==> src/rtl/eth_header_builder.sv <==
// Ethernet II header serializer: latches MACs, optional 802.1Q tag and EtherType on start,
// then streams the header one byte per valid/ready handshake.
package eth_header_pkg;
    typedef logic [15:0] ethertype_t;
endpackage

module eth_header_builder
    import eth_header_pkg::*;
(
    input  logic        clk,
    input  logic        rst,
    input  logic        start,
    input  logic [47:0] dst_mac,
    input  logic [47:0] src_mac,
    input  logic [1:0]  proto_sel,
    input  ethertype_t  raw_ethertype,
    input  logic        vlan_en,
    input  logic [15:0] vlan_tci,
    output logic [7:0]  out_data,
    output logic        out_valid,
    input  logic        out_ready,
    output logic        out_first,
    output logic        out_last,
    output logic        busy,
    output logic        done,
    output logic [4:0]  hdr_len
);

    typedef enum logic [2:0] {IDLE, DST, SRC, VLAN, ETYPE} state_t;

    state_t      state_q, state_d;
    logic [2:0]  cnt_q, cnt_d;
    logic [47:0] dst_q, dst_d;
    logic [47:0] src_q, src_d;
    logic [15:0] tci_q, tci_d;
    ethertype_t  etype_q, etype_d;
    logic        vlan_q, vlan_d;
    logic [4:0]  len_q, len_d;
    logic        done_q, done_d;
    logic        hs;
    logic [2:0]  last_idx;

    function automatic logic [7:0] mac_byte(input logic [47:0] mac, input logic [2:0] idx);
        logic [7:0] b;
        case (idx)
            3'd0:    b = mac[47:40];
            3'd1:    b = mac[39:32];
            3'd2:    b = mac[31:24];
            3'd3:    b = mac[23:16];
            3'd4:    b = mac[15:8];
            default: b = mac[7:0];
        endcase
        return b;
    endfunction

    // A byte moves only on a cycle where out_valid and out_ready are both high; while
    // out_ready is low the state and counter hold, so out_data/out_first/out_last stay put.
    assign hs = out_valid & out_ready;

    always_comb begin
        last_idx = 3'd5;
        case (state_q)
            VLAN:    last_idx = 3'd3;
            ETYPE:   last_idx = 3'd1;
            default: last_idx = 3'd5;
        endcase
    end

    always_comb begin
        state_d = state_q;
        cnt_d   = cnt_q;
        dst_d   = dst_q;
        src_d   = src_q;
        tci_d   = tci_q;
        etype_d = etype_q;
        vlan_d  = vlan_q;
        len_d   = len_q;
        done_d  = 1'b0;
        if (state_q == IDLE) begin
            if (start) begin
                state_d = DST;
                cnt_d   = 3'd0;
                dst_d   = dst_mac;
                src_d   = src_mac;
                tci_d   = vlan_tci;
                vlan_d  = vlan_en;
                len_d   = vlan_en ? 5'd18 : 5'd14;
                case (proto_sel)
                    2'b00:   etype_d = 16'h0800;
                    2'b01:   etype_d = 16'h86DD;
                    2'b10:   etype_d = 16'h0806;
                    default: etype_d = raw_ethertype;
                endcase
            end
        end else if (hs) begin
            if (cnt_q == last_idx) begin
                cnt_d = 3'd0;
                case (state_q)
                    DST:     state_d = SRC;
                    SRC:     state_d = vlan_q ? VLAN : ETYPE;
                    VLAN:    state_d = ETYPE;
                    default: begin
                        state_d = IDLE;
                        done_d  = 1'b1;
                    end
                endcase
            end else begin
                cnt_d = cnt_q + 3'd1;
            end
        end
    end

    always_ff @(posedge clk or posedge rst) begin
        if (rst) begin
            state_q <= IDLE;
            cnt_q   <= 3'd0;
            dst_q   <= 48'd0;
            src_q   <= 48'd0;
            tci_q   <= 16'd0;
            etype_q <= 16'd0;
            vlan_q  <= 1'b0;
            len_q   <= 5'd0;
            done_q  <= 1'b0;
        end else begin
            state_q <= state_d;
            cnt_q   <= cnt_d;
            dst_q   <= dst_d;
            src_q   <= src_d;
            tci_q   <= tci_d;
            etype_q <= etype_d;
            vlan_q  <= vlan_d;
            len_q   <= len_d;
            done_q  <= done_d;
        end
    end

    // Outputs decode straight from the registered state, so IDLE (and hence reset) yields zeros.
    always_comb begin
        out_data = 8'h00;
        case (state_q)
            DST:  out_data = mac_byte(dst_q, cnt_q);
            SRC:  out_data = mac_byte(src_q, cnt_q);
            VLAN: begin
                case (cnt_q)
                    3'd0:    out_data = 8'h81;
                    3'd1:    out_data = 8'h00;
                    3'd2:    out_data = tci_q[15:8];
                    default: out_data = tci_q[7:0];
                endcase
            end
            ETYPE: out_data = (cnt_q == 3'd0) ? etype_q[15:8] : etype_q[7:0];
            default: out_data = 8'h00;
        endcase
    end

    assign out_valid = (state_q != IDLE);
    assign busy      = (state_q != IDLE);
    assign out_first = (state_q == DST) && (cnt_q == 3'd0);
    assign out_last  = (state_q == ETYPE) && (cnt_q == 3'd1);
    assign done      = done_q;
    assign hdr_len   = len_q;

endmodule

==> config.mk <==
export PLATFORM = sky130hd
export DESIGN_NAME = eth_header_builder
export DESIGN_NICKNAME = d
export VERILOG_FILES = /design/src/rtl/eth_header_builder.sv
export SDC_FILE = /design/constraint.sdc
export NUM_CORES = 1
export LEC_CHECK = 0
export ABC_AREA = 1
export CAP_MARGIN = 10
export CORE_ASPECT_RATIO = 0.5
export CORE_MARGIN = 2
export CORE_UTILIZATION = 30
export CTS_BUF_LIST = sky130_fd_sc_hd__clkbuf_8 sky130_fd_sc_hd__clkbuf_16
export CTS_CLUSTER_DIAMETER = 80
export DETAILED_ROUTE_END_ITERATION = 7
export PLACE_DENSITY = 0.49
export SLEW_MARGIN = 30
export SYNTH_ARGS = -nofsm -noshare
export SYNTH_HDL_FRONTEND = slang
export SYNTH_SLANG_ARGS = --single-unit
==> constraint.sdc <==
create_clock -name clk -period 7.9 [get_ports clk]
set_input_delay 1.58 -clock clk [delete_from_list [all_inputs] [get_ports clk]]
set_output_delay 1.58 -clock clk [all_outputs]
set_load 0.01 [all_outputs]
==> flow_summary.yaml, run 1 <==
setup_path:
  crit_path_end_kind: "output pin"
  arrival_ns: 3.59
  crit_buf_inv: 4
  reg2reg_slack_ns: 5.68
  cp_slowest_cell: "clkdlybuf4s50_1"
  cp_cell_sequence: "inv_2 > ha_1 > clkinv_1 > nand3_2 > o21ai_0 > inv_1 > nand2_1 > nand3_1 > clkdlybuf4s50_1"
  max_stage_delay_ns: 0.55
  cp_max_fo: 17
  reg2reg_depth: 8
  critPathTopFamily: "buffers and inverters"
  rr_startpoint: "state_q[0]"
  r2r_end: "src_q[10]"
  critical_path_class: "flip-flop to output pin"
  crit_path_start_kind: "flip-flop"
  cp.required_ns: 6.32
timing:
  fin_setup_tns_ns: 0
  fmax_mhz: 194
  slew_headroom: 0.441
  setup_viol: 0
  period_minus_slack_ns: 5.17
  fin_crit_sh: 0.654
  hold_ws_ns: 0.472
  worstMarginPinSlew_ns: 0.837
  skew_ns: 0.0117
  hold_viol: 0
  drv_slew: 0
  rsz0062_at_grt: "no"
synthesis:
  yosys_warnings: 0
  synth_seq_area_share: 0.511
  ys_types: 33
  syn_inst: 882
  synth_seq_cells: 138
  syn_nets: 1026
  syn_area_um2: 6760
  synth.avg_cell_area_um2: 7.67
cells_and_area:
  layout_common_cells: "nand2_1, clkdlybuf4s50_1, dfrtp_1"
  final_core_util: 0.412
  nets: 1153
  final_common_cell: "nand2_1"
  syn_to_final_growth_pct: 33.3
  post_route_cells_drive_above_1_share: 0.0548
  finalNonFillerCells: 1322
  antenna_cells: 0
  nFillCells: 2269
clocking:
  cts_buffers: 17
  h-tree-depth: 4
  worst_skew_pair.late_latency_ns: 0.42
  ctsHoldBuffers: 0
  clkSlewWorstSetupHoldPaths_ns: 0.06
  cts_tree: "yes"
  cts_sinks: 138
  cts_buffer_depth: 2
  cts_setup_buffers: 0
  cts-resized-gates: 0
  cts_root_buf: "clkbuf_16"
global_routing:
  grt_pass1_wl_mm: 32.8
  grt_start_max_net_pins: 102
  grt_pass1_vias: 6172
  grt_overflow: 0
  grt_usage: 0.181
  antenna_found_initial: 0
routing:
  route.detailed.drc: 0
  dr.pass1.iters: 5
  avgRoutedWirePerCell_um: 15.7
  detail-route-antenna-nets: 0
  drt_wl_total_mm: 20.8
  viasPerCell: 4.54
  vias: 6000
  first_iter_violations: 490
power_and_ir_drop:
  seqPwrFrac: 0.365
  p_sw_frac: 0.405
  p_int_uw: 1990
  p_sw_uw: 1350
  powerDensity_nw_per_um2: 370
  ir_drop_v: 0.000137
  p_comb_frac: 0.399
  p_leak_uw: 0.00435
  p_clk_frac: 0.237
place:
  gp_routability_congestion: 0.886
  dp.cells: 1290
  hpwl_mm: 15.4
  io_buffers: 151
die:
  placementRows: 38
  dieArea_um2: 23800
  die_width_um: 216
  io_pins: 153
  coreArea_um2: 21900
  initial_utilization: 0.309
  fp.dieH_um: 110
flow_run:
  maxCapViolCount: 0
status:
  status: "finished clean"
min_path:
  hold_path_class: "flip-flop to flip-flop"
  hp-start: "hdr_len[1]"
  hold_end: "hdr_len[1]"
  worstHoldPathCells: 1
area by class of cell:
| cell class | count | area (um2) | area share |
|---|---|---|---|
| sequential | 138 | 3450 | 0.383 |
| multi-input combinational | 612 | 2740 | 0.304 |
| timing repair buffer | 155 | 1540 | 0.171 |
| clock buffer | 17 | 425 | 0.0472 |
| clock inverter | 15 | 154 | 0.0171 |
| inverter | 85 | 329 | 0.0365 |
| tap | 300 | 375 | 0.0416 |
worst max path at each step:
stage / startpoint / to / slack (ns) / depth (start not counted)
5_1_grt: cnt_q[2] / out_data[3] / 2.46 / 9
4_1_cts: cnt_q[2] / out_data[3] / 2.78 / 9
3_5_place_dp: cnt_q[2] / out_data[3] / 3.23 / 9
2_1_floorplan: rst / cnt_q[0] / 2.62 / 1
6_report: cnt_q[2] / out_data[1] / 2.73 / 9
3_3_place_gp: cnt_q[2] / out_data[3] / 3.32 / 9
cell families (layout without fill, tap and decap cells):
group                    Yosys count  count (layout)  synth area share
buffers and inverters            132             272            0.0844
AO/OA/AOI/OAI                    122             122            0.0968
adder cells (fa/ha/maj)            9               9            0.0167
flip-flops                       138             138             0.511
AND/OR/NAND/NOR                  480             480             0.291
other                              1               1          0.000555
sequential cells by signal, summed over array words and instances (netlist names):
signal	cells
tci_q	16
dst_q	48
done	1
etype_q	16
cnt_q	3
src_q	48
state_q	3
hdr_len	3
power groups by stage:
stage	clock network, uW	logic [uW]	registers [uW]
CTS	803	1340	1220
detailed placement	0	1330	1230
global placement	0	1320	1230
floorplan	0	922	1150
global route	835	1520	1250
finish	790	1330	1220
synth_stat cells:
cell type | instances | area (um2)
o21ai_2 | 1 | 8.76
or2_2 | 1 | 6.26
o22ai_1 | 11 | 68.8
o21ai_1 | 56 | 280
buf_2 | 30 | 150
o21a_1 | 3 | 22.5
o21ai_4 | 1 | 16.3
nand2_4 | 2 | 22.5
nor2_4 | 1 | 11.3
ha_1 | 9 | 113
nor2_2 | 1 | 6.26
nor2_1 | 41 | 154
buf_6 | 1 | 11.3
buf_4 | 8 | 60.1
inv_1 | 76 | 285
nand2_2 | 5 | 31.3
or2_0 | 1 | 6.26
nand3_2 | 1 | 10.0
nor3_2 | 1 | 10.0
o21ai_0 | 30 | 150
nand3b_1 | 6 | 45.0
clkinv_1 | 3 | 11.3
and3_1 | 1 | 6.26
dfrtp_1 | 138 | 3450
nand3_1 | 46 | 230
nand2_1 | 359 | 1350
nand4_1 | 8 | 50.1
nor3_1 | 6 | 30.0
inv_2 | 6 | 22.5
clkbuf_1 | 8 | 30.0
conb_1 | 1 | 3.75
o31ai_1 | 3 | 22.5
a21oi_1 | 17 | 85.1
per-layer routing:
layer  global-route usage  up-vias  wire length, um
met3               0.0343       12              844
met4               0.0431        0              158
met1                0.255     2846            10300
li1                     -     3020                -
met5                    0        -                0
met2                0.290      122             9450
stage by stage:
stage	setup WS (ns)	cell area, um2	total power, uW
2_1_floorplan	2.62	6760	2070
3_3_place_gp	3.32	8430	2550
3_5_place_dp	3.23	8430	2560
4_1_cts	2.78	9010	3360
5_1_grt	2.46	9020	3610
6_report	2.73	9020	3340
No activity file was read; power rests on OpenSTA's default activity.
==> run 2: changes to the inputs <==
PLACE_DENSITY = 0.51   (was 0.49)
clock period = 4.7 ns   (was 7.9 ns; I/O delays follow)
==> run 2 against run 1 <==
  * Die area is the same
  * Largest power group unchanged
  * Sequential share of layout area shrank 0.37 points
  * Register-to-register slack lost 3.1 ns
  * Clock power grew 75%
  * Critical endpoint is now out_data[5]
  * Critical path type unchanged
  * Flip-flop and latch count is the same
  * Global-route usage shrank 0.41 points
==> flow_summary.yaml, run 2 (synthesis results as in run 1) <==
setup_path:
  cp.required_ns: 3.76
  critical_path_class: "flip-flop to output pin"
  rr_startpoint: "state_q[1]"
  reg2reg_slack_ns: 2.63
  reg2reg_depth: 9
  crit_path_start_kind: "flip-flop"
  crit_path_end_kind: "output pin"
  worstSetupStartpoint: "cnt_q[2]"
  r2r_end: "cnt_q[2]"
  cp_max_fo: 17
  arrival_ns: 3.31
clocking:
  h-tree-depth: 4
  worst_skew_pair.late_latency_ns: 0.42
  clkSlewWorstSetupHoldPaths_ns: 0.06
  cts_sinks: 138
  cts_setup_buffers: 0
  cts_root_buf: "clkbuf_16"
  ctsHoldBuffers: 0
  cts-resized-gates: 0
  cts_buffer_depth: 2
  cts_buffers: 17
  cts_tree: "yes"
die:
  coreArea_um2: 21900
  fp.dieH_um: 110
  initial_utilization: 0.309
  die_width_um: 216
  placementRows: 38
  io_pins: 153
  dieArea_um2: 23800
timing:
  drv_slew: 0
  fin_setup_tns_ns: 0
  layout_setup_ws_ns: 0.448
  skew_ns: 0.00921
  setup_viol: 0
  fin_crit_sh: 0.905
  hold_viol: 0
  worstMarginPinSlew_ns: 0.824
  period_minus_slack_ns: 4.25
  slew_headroom: 0.451
  rsz0062_at_grt: "no"
  fmax_mhz: 235
cells_and_area:
  nets: 1158
  final_common_cell: "nand2_1"
  antenna_cells: 0
  final_core_util: 0.416
  largestRegisters: "dst_q: 48 flops, src_q: 48 flops"
  syn_to_final_growth_pct: 34.7
  post_route_cells_drive_above_1_share: 0.0565
  layout_common_cells: "nand2_1, clkdlybuf4s50_1, dfrtp_1"
routing:
  first_iter_violations: 392
  detail-route-antenna-nets: 0
  drt_wl_total_mm: 20.7
  avgRoutedWirePerCell_um: 15.6
  dr.pass1.iters: 6
  viasPerCell: 4.53
  route.detailed.drc: 0
  vias: 6007
power_and_ir_drop:
  p_sw_frac: 0.390
  p_sw_uw: 2220
  p_comb_frac: 0.399
  p_clk_frac: 0.243
  ir_drop_v: 0.000216
  powerDensity_nw_per_um2: 625
  p_leak_uw: 0.00441
  p_int_uw: 3470
  seqPwrFrac: 0.358
place:
  hpwl_mm: 15.5
  dp_slack_ns: 0.890
  gp_routability_congestion: 0.879
  io_buffers: 151
min_path:
  worstHoldPathCells: 1
  hold_path_class: "flip-flop to flip-flop"
  hp-start: "hdr_len[1]"
  hold_end: "hdr_len[1]"
global_routing:
  grt_usage: 0.177
  antenna_found_initial: 0
  grt_pass1_vias: 6001
  grt_start_max_net_pins: 88
  grt_overflow: 0
  grt_pass1_wl_mm: 32.1
flow_run:
  maxCapViolCount: 0
status:
  status: "finished clean"
-- run 2: cell types whose count changed in the layout (fill, tap and decap cells not counted) --
cell,delta
clkinv_4,-5
clkbuf_8,+4
buf_4,+3
inv_1,+3
buf_12,+2
clkinvlp_4,-2
inv_6,-2
bufinv_16,+1
inv_4,+1
-- run 2: power by group through the flow --
stage                     Combinational [uW]  Sequential (uW)  Clock (uW)
after global routing                    2560             2100        1470
final                                   2270             2040        1380
after floorplan                         1550             1940           0
after CTS                               2290             2040        1410
after detailed placement                2280             2050           0
after global placement                  2250             2050           0
-- run 2: through the flow --
step,std cells,hold WS (ns),cell area [um2],power [uW]
detailed placement,1295,0.452,8500,4330
global placement,1295,0.455,8500,4300
floorplan,882,0.444,6760,3490
global route,1327,0.491,9100,6120
finish,1327,0.463,9100,5690
CTS,1327,0.467,9100,5730
-- run 2: critical path: stages (launching register included) --
cell             delay (ns)
dfrtp_1                0.58
inv_2                  0.22
ha_1                   0.37
clkinv_1               0.07
buf_4                  0.24
nand3_2                0.32
o21ai_0                0.27
inv_1                  0.06
nand2_1                0.11
nand3_1                0.13
clkdlybuf4s50_1        0.50
-- run 2: metal layers --
layer  up-vias  GRT usage  part of all wire
met5         -          0                 0
met4         0     0.0465            0.0097
met3        12     0.0455             0.054
met2       136      0.275              0.45
met1      2830      0.246              0.49
li1       3029          -                 -
-- run 2: cell type report --
cell class / instances / area, um2
sequential: 138 / 3450
multi-input combinational: 612 / 2740
clock inverter: 11 / 128
timing repair buffer: 160 / 1600
clock buffer: 21 / 480
tap: 300 / 375
inverter: 85 / 327
fill: 2265 / 12800
-- run 2: worst max-delay path by stage --
stage,to,slack [ns],cells after the start
floorplan,cnt_q[0],0.06,1
CTS,out_data[3],0.42,9
finish,out_data[5],0.45,10
global route,out_data[4],0.18,9
detailed placement,out_data[3],0.89,9
global placement,out_data[3],0.93,10
==> run 3: changes to the inputs <==
RECOVER_POWER = 25   (was default)
SLEW_MARGIN = 25   (was 30)
==> run 3 against run 2 <==
  * Setup slack worse by 0.0095 ns
  * Worst hold slack about the same
  * The flow now finishes with violations (max-capacitance violations, max-slew violations)
  * Utilization about the same
  * Critical path depth unchanged
  * Largest cell class unchanged
  * Global-route usage unchanged
  * Non-clock buffer count unchanged
  * Largest power group unchanged
  * Final cell count unchanged
  * Flip-flop and latch count unchanged
==> flow_summary.yaml, run 3 (synthesis results as in run 1) <==
clocking:
  cts_tree: "yes"
  ctsHoldBuffers: 0
  cts_buffers: 17
  clkSlewWorstSetupHoldPaths_ns: 0.06
  cts_sinks: 138
  cts-resized-gates: 0
  cts_buffer_depth: 2
  worst_skew_pair.late_latency_ns: 0.42
  cts_root_buf: "clkbuf_16"
  h-tree-depth: 4
  cts_setup_buffers: 0
setup_path:
  cp_max_fo: 17
  cp.required_ns: 3.76
  reg2reg_depth: 9
  reg2reg_slack_ns: 2.63
  crit_path_start_kind: "flip-flop"
  critical_path_class: "flip-flop to output pin"
  arrival_ns: 3.32
  rr_startpoint: "state_q[1]"
  crit_path_end_kind: "output pin"
  r2r_end: "cnt_q[2]"
global_routing:
  grt_usage: 0.177
  grt_overflow: 0
  grt_pass1_vias: 6001
  grt_pass1_wl_mm: 32.1
  grt_start_max_net_pins: 88
  antenna_found_initial: 0
cells_and_area:
  syn_to_final_growth_pct: 34.6
  final_common_cell: "nand2_1"
  nFillCells: 2263
  nets: 1158
  largestRegisters: "dst_q: 48 flops, src_q: 48 flops"
  final_core_util: 0.416
  layout_common_cells: "nand2_1, clkdlybuf4s50_1, dfrtp_1"
  antenna_cells: 0
  post_route_cells_drive_above_1_share: 0.0555
timing:
  skew_ns: 0.00925
  slew_headroom: -0.269
  drv_slew: 88
  hold_ws_ns: 0.463
  period_minus_slack_ns: 4.26
  rsz0062_at_grt: "no"
  fin_crit_sh: 0.907
  hold_viol: 0
  setup_viol: 0
  fmax_mhz: 235
  worstMarginPinSlew_ns: 1.90
  fin_setup_tns_ns: 0
die:
  placementRows: 38
  coreArea_um2: 21900
  initial_utilization: 0.309
  dieArea_um2: 23800
  io_pins: 153
  die_width_um: 216
  fp.dieH_um: 110
place:
  gp_routability_congestion: 0.879
  hpwl_mm: 15.5
  io_buffers: 151
power_and_ir_drop:
  powerDensity_nw_per_um2: 625
  power.total_uw: 5690
  p_sw_frac: 0.390
  p_int_uw: 3470
  p_sw_uw: 2220
  p_comb_frac: 0.399
  p_clk_frac: 0.243
  p_leak_uw: 0.00441
  seqPwrFrac: 0.358
  ir_drop_v: 0.000216
routing:
  dr.pass1.iters: 6
  detail-route-antenna-nets: 0
  viasPerCell: 4.53
  vias: 6016
  avgRoutedWirePerCell_um: 15.6
  first_iter_violations: 397
  drt_wl_total_mm: 20.7
  route.detailed.drc: 0
status:
  status: "finished with violations"
  violations: "max-capacitance violations, max-slew violations"
min_path:
  hold_path_class: "flip-flop to flip-flop"
  hp-start: "hdr_len[1]"
  worstHoldPathCells: 1
  hold_end: "hdr_len[1]"
flow_run:
  maxCapViolCount: 1
[run 3: layout make-up]
type	count	area (um2)	area share
Multi-Input combinational cell	612	2740	0.301
Timing Repair Buffer	160	1600	0.176
Tap cell	300	375	0.0412
Inverter	85	325	0.0357
Sequential cell	138	3450	0.379
Clock inverter	11	128	0.0140
Clock buffer	21	480	0.0528
[run 3: metrics by stage]
stage / area (um2) / worst slack, ns / cells
after floorplan: 6760 / 0.0638 / 882
after global placement: 8500 / 0.929 / 1295
after detailed placement: 8500 / 0.890 / 1295
after CTS: 9100 / 0.425 / 1327
after global routing: 9100 / 0.185 / 1327
final: 9100 / 0.439 / 1327
[run 3: how the worst max path moves through the flow]
| stage | endpoint | cells past startpoint | slack, ns | from |
|---|---|---|---|---|
| after CTS | out_data[3] | 9 | 0.42 | cnt_q[1] |
| after detailed placement | out_data[3] | 9 | 0.89 | cnt_q[1] |
| after floorplan | cnt_q[0] | 1 | 0.06 | rst |
| after global routing | out_data[4] | 9 | 0.18 | cnt_q[1] |
| after global placement | out_data[3] | 10 | 0.93 | cnt_q[2] |
| final | out_data[5] | 10 | 0.44 | cnt_q[2] |
[run 3: power groups by stage]
stage	Clock [uW]	Combinational [uW]	Sequential [uW]
after detailed placement	0	2280	2050
after global placement	0	2250	2050
after floorplan	0	1550	1940
final	1380	2270	2040
after CTS	1410	2290	2040
after global routing	1470	2560	2100
[run 3: metal layers]
metal	GRT usage	wire (um)
met1	0.246	10200
met2	0.275	9310
met3	0.0455	941
met4	0.0465	203
met5	0	0
[run 3: critical path, cell delays in order, from the launching register on]
cell,delay [ns]
dfrtp_1,0.58
inv_2,0.22
ha_1,0.37
clkinv_1,0.07
buf_4,0.24
nand3_2,0.32
o21ai_0,0.28
inv_1,0.06
nand2_1,0.11
nand3_1,0.14
clkdlybuf4s50_1,0.51
